File: src/rtl/min_pkg.sv
// Shared state encoding and default sizes for min_accum and min_lane.
// IDX_NONE marks "no beat improved this lane" when MIN_ACCUM_ARGMIN_EN is defined.
package min_pkg;

   typedef enum logic [1:0] {
      IDLE = 2'd0,
      ACC  = 2'd1,
      OUT  = 2'd2
   } state_t;

   localparam int W_DEF     = 16;
   localparam int LANES_DEF = 4;
   localparam int KW_DEF    = 8;

   // Sliced down to KW bits where used; KW is at most 32.
   localparam logic [31:0] IDX_NONE = '1;

endpackage

File: src/rtl/min_lane.sv
// One lane of the running-minimum accumulator: compare-and-hold of the current minimum.
// With MIN_ACCUM_ARGMIN_EN defined it also tracks the step index of the winning beat.
module min_lane
   import min_pkg::*;
#(
   parameter int W  = W_DEF
`ifdef MIN_ACCUM_ARGMIN_EN
   , parameter int KW = KW_DEF
`endif
) (
   input  logic          clk,
   input  logic          rst_n,
   input  logic          i_load,
   input  logic [W-1:0]  i_init,
   input  logic          i_beat,
   input  logic [W-1:0]  i_data,
`ifdef MIN_ACCUM_ARGMIN_EN
   input  logic [KW-1:0] i_step,
   output logic [KW-1:0] o_idx,
`endif
   output logic [W-1:0]  o_acc
);

   logic [W-1:0] r_acc;
   logic         w_take;

   // Strict less-than: a tie keeps the older value (and its index).
   assign w_take = i_beat && (i_data < r_acc);

   always_ff @(posedge clk or negedge rst_n) begin
      if (!rst_n) begin
         r_acc <= '0;
      end else if (i_load) begin
         r_acc <= i_init;
      end else if (w_take) begin
         r_acc <= i_data;
      end
   end

   assign o_acc = r_acc;

`ifdef MIN_ACCUM_ARGMIN_EN
   logic [KW-1:0] r_idx;

   always_ff @(posedge clk or negedge rst_n) begin
      if (!rst_n) begin
         r_idx <= IDX_NONE[KW-1:0];
      end else if (i_load) begin
         r_idx <= IDX_NONE[KW-1:0];
      end else if (w_take) begin
         r_idx <= i_step;
      end
   end

   assign o_idx = r_idx;
`endif

endmodule

File: src/rtl/min_accum.sv
// Multi-lane running-minimum accumulator over k_len streamed beats.
// Optional per-lane argmin output out_idx is enabled by defining MIN_ACCUM_ARGMIN_EN.
//
// state | meaning
// IDLE  | waiting for start; start latches c_init and k_len
// ACC   | consuming beats (in_ready=1); leaves after the beat with remaining=1
// OUT   | result held on out_data with out_valid=1 until out_ready
module min_accum
   import min_pkg::*;
#(
   parameter int W     = W_DEF,
   parameter int LANES = LANES_DEF,
   parameter int KW    = KW_DEF
) (
   input  logic                clk,
   input  logic                rst_n,
   input  logic                start,
   input  logic [KW-1:0]       k_len,
   input  logic [LANES*W-1:0]  c_init,
   input  logic                in_valid,
   output logic                in_ready,
   input  logic [LANES*W-1:0]  in_data,
   output logic                out_valid,
   input  logic                out_ready,
   output logic [LANES*W-1:0]  out_data,
   output logic                busy
`ifdef MIN_ACCUM_ARGMIN_EN
   , output logic [LANES*KW-1:0] out_idx
`endif
);

   state_t        r_state;
   state_t        w_state_nxt;
   logic [KW-1:0] r_remaining;
   logic          w_load;
   logic          w_beat;
   logic          w_last;

   assign w_load = (r_state == IDLE) && start;
   assign w_beat = (r_state == ACC) && in_valid;
   assign w_last = (r_remaining == KW'(1));

   always_ff @(posedge clk or negedge rst_n) begin
      if (!rst_n) begin
         r_state <= IDLE;
      end else begin
         r_state <= w_state_nxt;
      end
   end

   always_comb begin
      w_state_nxt = r_state;
      case (r_state)
         IDLE: if (start) w_state_nxt = (k_len == '0) ? OUT : ACC;
         ACC:  if (in_valid && w_last) w_state_nxt = OUT;
         OUT:  if (out_ready) w_state_nxt = IDLE;
         default: w_state_nxt = IDLE;
      endcase
   end

   always_ff @(posedge clk or negedge rst_n) begin
      if (!rst_n) begin
         r_remaining <= '0;
      end else if (w_load) begin
         r_remaining <= k_len;
      end else if (w_beat) begin
         r_remaining <= r_remaining - KW'(1);
      end
   end

`ifdef MIN_ACCUM_ARGMIN_EN
   // The step count is only observable through out_idx, so it lives with the argmin logic.
   logic [KW-1:0] r_step;

   always_ff @(posedge clk or negedge rst_n) begin
      if (!rst_n) begin
         r_step <= '0;
      end else if (w_load) begin
         r_step <= '0;
      end else if (w_beat) begin
         r_step <= r_step + KW'(1);
      end
   end
`endif

   assign in_ready  = (r_state == ACC);
   assign out_valid = (r_state == OUT);
   assign busy      = (r_state != IDLE);

   for (genvar g = 0; g < LANES; g++) begin : g_lane
      min_lane #(
         .W  (W)
`ifdef MIN_ACCUM_ARGMIN_EN
         , .KW (KW)
`endif
      ) u_lane (
         .clk    (clk),
         .rst_n  (rst_n),
         .i_load (w_load),
         .i_init (c_init[g*W +: W]),
         .i_beat (w_beat),
         .i_data (in_data[g*W +: W]),
`ifdef MIN_ACCUM_ARGMIN_EN
         .i_step (r_step),
         .o_idx  (out_idx[g*KW +: KW]),
`endif
         .o_acc  (out_data[g*W +: W])
      );
   end

endmodule

File: config.mk
export PLATFORM = sky130hd
export DESIGN_NAME = min_accum
export DESIGN_NICKNAME = d
export VERILOG_FILES = /design/src/rtl/min_pkg.sv /design/src/rtl/min_lane.sv /design/src/rtl/min_accum.sv
export SDC_FILE = /design/constraint.sdc
export NUM_CORES = 1
export LEC_CHECK = 0
export ABC_AREA = 1
export CAP_MARGIN = 5
export CORE_ASPECT_RATIO = 0.8
export CORE_UTILIZATION = 25
export DETAILED_ROUTE_END_ITERATION = 12
export PLACE_DENSITY = 0.6
export SLEW_MARGIN = 10
export SYNTH_ARGS = -nofsm -noshare
export SYNTH_HDL_FRONTEND = slang
export SYNTH_SLANG_ARGS = --single-unit
File: constraint.sdc
create_clock -name clk -period 2.4 [get_ports clk]
set_clock_uncertainty 0.1 [all_clocks]
set_input_delay 0.24 -clock clk [delete_from_list [all_inputs] [get_ports clk]]
set_output_delay 0.24 -clock clk [all_outputs]
set_load 0.02 [all_outputs]
[After elaboration in Yosys (flattened, before gate mapping)]
Index checks and enable logic that the tools add are counted.
Word-level totals
  register bits after elaboration: 74
  input bits: 141
  output and inout bits: 67
  word-level logic and storage cells: 48
Cells by class
  add/subtract/negate cells: 1
  $lt $le $gt $ge: 4
  eq/ne operators: 6
  multiplexer cells: 15
  reductions and logical operators: 16
Operator list (count)
  16-bit two-way mux: 8
  16-bit less-than comparator: 4
  8-bit two-way mux: 2
  2-bit nonzero test: 6
  8-bit by 1-bit equality test with 1-bit output (second input constant): 1
  8-bit logical NOT: 1
  2-bit two-way mux: 4
  8-bit by 1-bit subtractor with 8-bit output (second input constant): 1
  1-bit logical AND: 7
  2-bit case mux with 3 select lines: 1
  2-bit by 1-bit inequality test with 1-bit output (second input constant): 2
  3-bit AND reduction: 1
  2-bit by 1-bit equality test with 1-bit output (second input constant): 1
  2-bit equality test (second input constant): 1
  2-bit logical NOT: 1
  2-bit inequality test (second input constant): 1

[Longest topological paths before layout]
  word-level depth: 5
  mapped depth: 14
  mapped depth without buffers: 13

[Modules after synthesis]
A second synthesis with hierarchy kept.
Unflattened totals
  cells, all modules: 862
  area, all modules: 5846.9 sq um
Modules (own cells, without submodules)
  min_lane: times used 4, cells each 188, area each 1280.0 sq um, seq. area each 400.4 sq um
  min_accum: times used 1, cells each 110, area each 726.9 sq um, seq. area each 250.2 sq um

[Least setup slack after synthesis]
No wires, ideal clock.
  kind: flip-flop to flip-flop
  start: reg g_lane[0].u_lane.r_acc[13]
  end: reg g_lane[0].u_lane.r_acc[10]
  setup time: 0.117 ns
  data arrival time: 1.624 ns
  data required time: 2.183 ns
  slack: 0.559 ns
  cell stages (with the launch flop): 12
  buffers on the path: 1
  period minus slack after synthesis: 1.841 ns
  cells stage by stage: dfrtp_1 -> inv_1 -> ha_1 -> nand2_1 -> inv_1 -> o21ai_0 -> nand3_1 -> a21oi_2 -> nand2_2 -> buf_2 -> nand3_1 -> nand2_1
Between the ends
  longest elaborated chain between the ends: 3
Ends and longest elaborated chain
  start: declaration: RTL line min_lane.sv:24  | logic [W-1:0] r_acc;
  start signal: assignment: RTL line min_lane.sv:34  | r_acc <= i_init;
  start signal: assignment: RTL line min_lane.sv:36  | r_acc <= i_data;
  16-bit less-than comparator: RTL line min_lane.sv:28  | assign w_take = i_beat && (i_data < r_acc);
  1-bit logical AND: RTL line min_lane.sv:28
  2-bit nonzero test (no source line)
No other way between the ends.
A chain may end at the register's enable or synchronous reset.

[Worst setup path in the final report]
  start: reg g_lane[3].u_lane.r_acc[10]
  end: reg g_lane[3].u_lane.r_acc[10]
Between the ends
  longest elaborated chain between the ends: 3
Ends and longest elaborated chain (RTL line)
  start: declaration: min_lane.sv:24
  start signal: assignment: min_lane.sv:34
  start signal: assignment: min_lane.sv:36
  16-bit less-than comparator: min_lane.sv:28
  1-bit logical AND: min_lane.sv:28
  2-bit nonzero test (no source line)
No other way between the ends.

==> flow_metrics.tcl <==
set metrics [dict create \
    fin_nets 1240 \
    diodes 0 \
    rsz0062_at_grt "no" \
    worst_slack_ns 0.3029 \
    max_freq_mhz 476.8 \
    wl_met3_mm 1.254 \
    wl_per_cell_um 13.48 \
    slew_headroom_pct 64.56 \
    ys_warn_count 0 \
    rows 48 \
    routed.top_layer "met4" \
    pre_cts_slack_ns 0.05749 \
    worstMarginPinSlew_ns 0.5317 \
    synth.avg_cell_area_um2 6.813 \
    grt_pass1_wl_mm 29.09 \
    synth_nets 1038 \
    stdcell_count 1342 \
    p_leak_nw 4.355 \
    initial_core_util_pct 25.95 \
    root_buffer "clkbuf_16" \
    ir_worst_vdd_mv 0.4695 \
    ys_ff_latch 74 \
    drive_above_1_share_pct 6.430 \
    synth_common_cells "nand2_1 (374), inv_1 (101), nand3_1 (76)" \
    cts_tree "yes" \
    io_buffers 207 \
    synth_edf_count 0 \
    ff_latch_area_um2 1852 \
    end_kind "register" \
    syn_inst 835 \
    yosysMostFrequentCell "nand2_1" \
    dp_hpwl_mm 13.58 \
    dieArea_um2 23370 \
    hold_viol 0 \
    hold_class "in -> async" \
    run_status "complete, no violations" \
    insertion_delay_ns 0.34 \
    drt-pass1-iter-count 5 \
    setup_violations 0 \
    cts_buffers 9 \
    initialDrtViolationCount 374 \
    route.met2.wl_mm 7.698 \
    grt_overflow 0 \
    max-cap-violations 0 \
    dp.cells 1325 \
    ant_nets 0 \
    drv_slew 0 \
    nFillCells 2290 \
    grt_max_degree 72 \
    routed_wl_mm 18.09 \
    viasPerCell 4.311 \
    synth_top_area_share_pct 32.55 \
    htree_levels 3 \
    met1_length_mm 8.972 \
    core_um2 21920 \
    cts_resized 0 \
    cellPowerDensity_nw_per_um2 1138 \
    area_delta_synth_final_pct 48.32 \
    synthFlopType "dfrtp_1" \
    worstPathArrival_ns 2.23 \
    yosysTopAreaCell "dfrtp_1" \
    clkTransAtPathRegs_ns 0.06 \
    clock_path_buffers 2 \
    path_max_fanout 17 \
    power_mw 9.600 \
    worstSetupPathType "reg -> reg" \
    final.min_clock_period_ns 2.097 \
    die_height_um 136.9 \
    antenna_found_initial 0 \
    async_flop_share_pct 100.0 \
    finalSetupTns_ns 0 \
    yosysUniqueCellTypes 31 \
    cts_setup_buffers 0 \
    start_kind "register" \
    clkSinkCount 74 \
    die_width_um 170.7 \
    ioPinCount 208 \
    vias 5785 \
    synth_area_leaders "dfrtp_1 (33%), nand2_1 (25%), ha_1 (14%)" \
    grt_pass1_vias 5629 \
    drc 0 \
    synth-seq-area-share_pct 32.55 \
    grt_usage_pct 16.01 \
    required_ns 2.53 \
    netlist_area_um2 5689 \
    multi_input_comb_area_um2 3264 \
    gp_congestion 0.8317 \
    period_share_pct 87.38 \
    whs_ns 0.3067 \
]
## flip-flops by register name, indices dropped and copies added (netlist names)
name and count:
g_lane.u_lane.o_acc 64, r_state 2, r_remaining 8
## through the flow
step | instance area [um2] | utilization (%)
after CTS | 8438 | 38.49
after detailed placement | 8085 | 36.88
after global routing | 8438 | 38.49
final | 8438 | 38.49
after global placement | 8085 | 36.88
after floorplan | 5689 | -
## worst max-delay path, cell delays in order (launching register included)
cell and delay, ns:
dfrtp_1 0.41, inv_1 0.06, ha_1 0.28, nand2_1 0.07
o21ai_0 0.29, a21oi_2 0.10, nand2_2 0.29, nand2_4 0.21
nand2_1 0.11, nand2_1 0.06
## path summary, 6_finish.rpt
kind                       slack, ns                       start  cells after the start                    endpoint
hold / removal                  0.31                       rst_n                      2                  r_state[1]
setup / recovery                0.30  g_lane[3].u_lane.o_acc[10]                      9  g_lane[3].u_lane.o_acc[10]
hold reg to reg                 0.44              r_remaining[1]                      2              r_remaining[1]
min in group clk                0.43                    k_len[5]                      3              r_remaining[5]
max in group asynchronous       1.28                       rst_n                      3   g_lane[2].u_lane.o_acc[4]
setup reg to reg                0.30  g_lane[3].u_lane.o_acc[10]                      9  g_lane[3].u_lane.o_acc[10]
## per-layer routing
layer | GRT usage, % | vias to the layer above
li1 | - | 3004
met1 | 22.26 | 2603
met2 | 24.60 | 166
met3 | 4.106 | 12
met4 | 3.754 | 0
met5 | 0 | -
## layout by cell type (no fill, tap or decap), types with 4 or more instances in the layout
cell and n:
nand2_1 374, clkdlybuf4s50_1 206, inv_1 101, nand3_1 76
dfrtp_1 74, ha_1 62, nand2_2 25, a21oi_1 21
nor2_1 18, o21ai_0 14, buf_4 10, nor3_1 9
clkbuf_16 9, a21oi_2 4, nand2_4 4, o211ai_1 4
## repair_timing
item                                    in CTS  in global routing
hold endpoints to repair                    34                  0
endpoints found under the setup margin       0                  0
hold buffers                                 1                  0
## kinds of logic (layout without fill, tap and decap cells)
| family | count (synthesis) | in the layout | synth area share [%] |
|---|---|---|---|
| AOI/OAI and AO/OA | 49 | 49 | 5.014 |
| xor gates and xnor gates | 6 | 6 | 0.9239 |
| adders and majority gates | 62 | 62 | 13.64 |
| buffers and inverters | 134 | 341 | 10.07 |
| DFF | 74 | 74 | 32.55 |
| and+or+nand+nor | 510 | 510 | 37.81 |
## power breakdown
part	switching, mW	internal [mW]
combinational	3.23	2.40
clock	0.572	1.02
sequential	0.528	1.86
## cell type report
type,count,area share [%]
Clock buffer,9,2.669
Clock inverter,7,1.394
Inverter,105,4.700
Multi-Input combinational cell,627,38.69
Sequential cell,74,21.95
Tap cell,300,4.448
Timing Repair Buffer,220,26.16
Note: power is estimated with default switching activity, not from simulation.
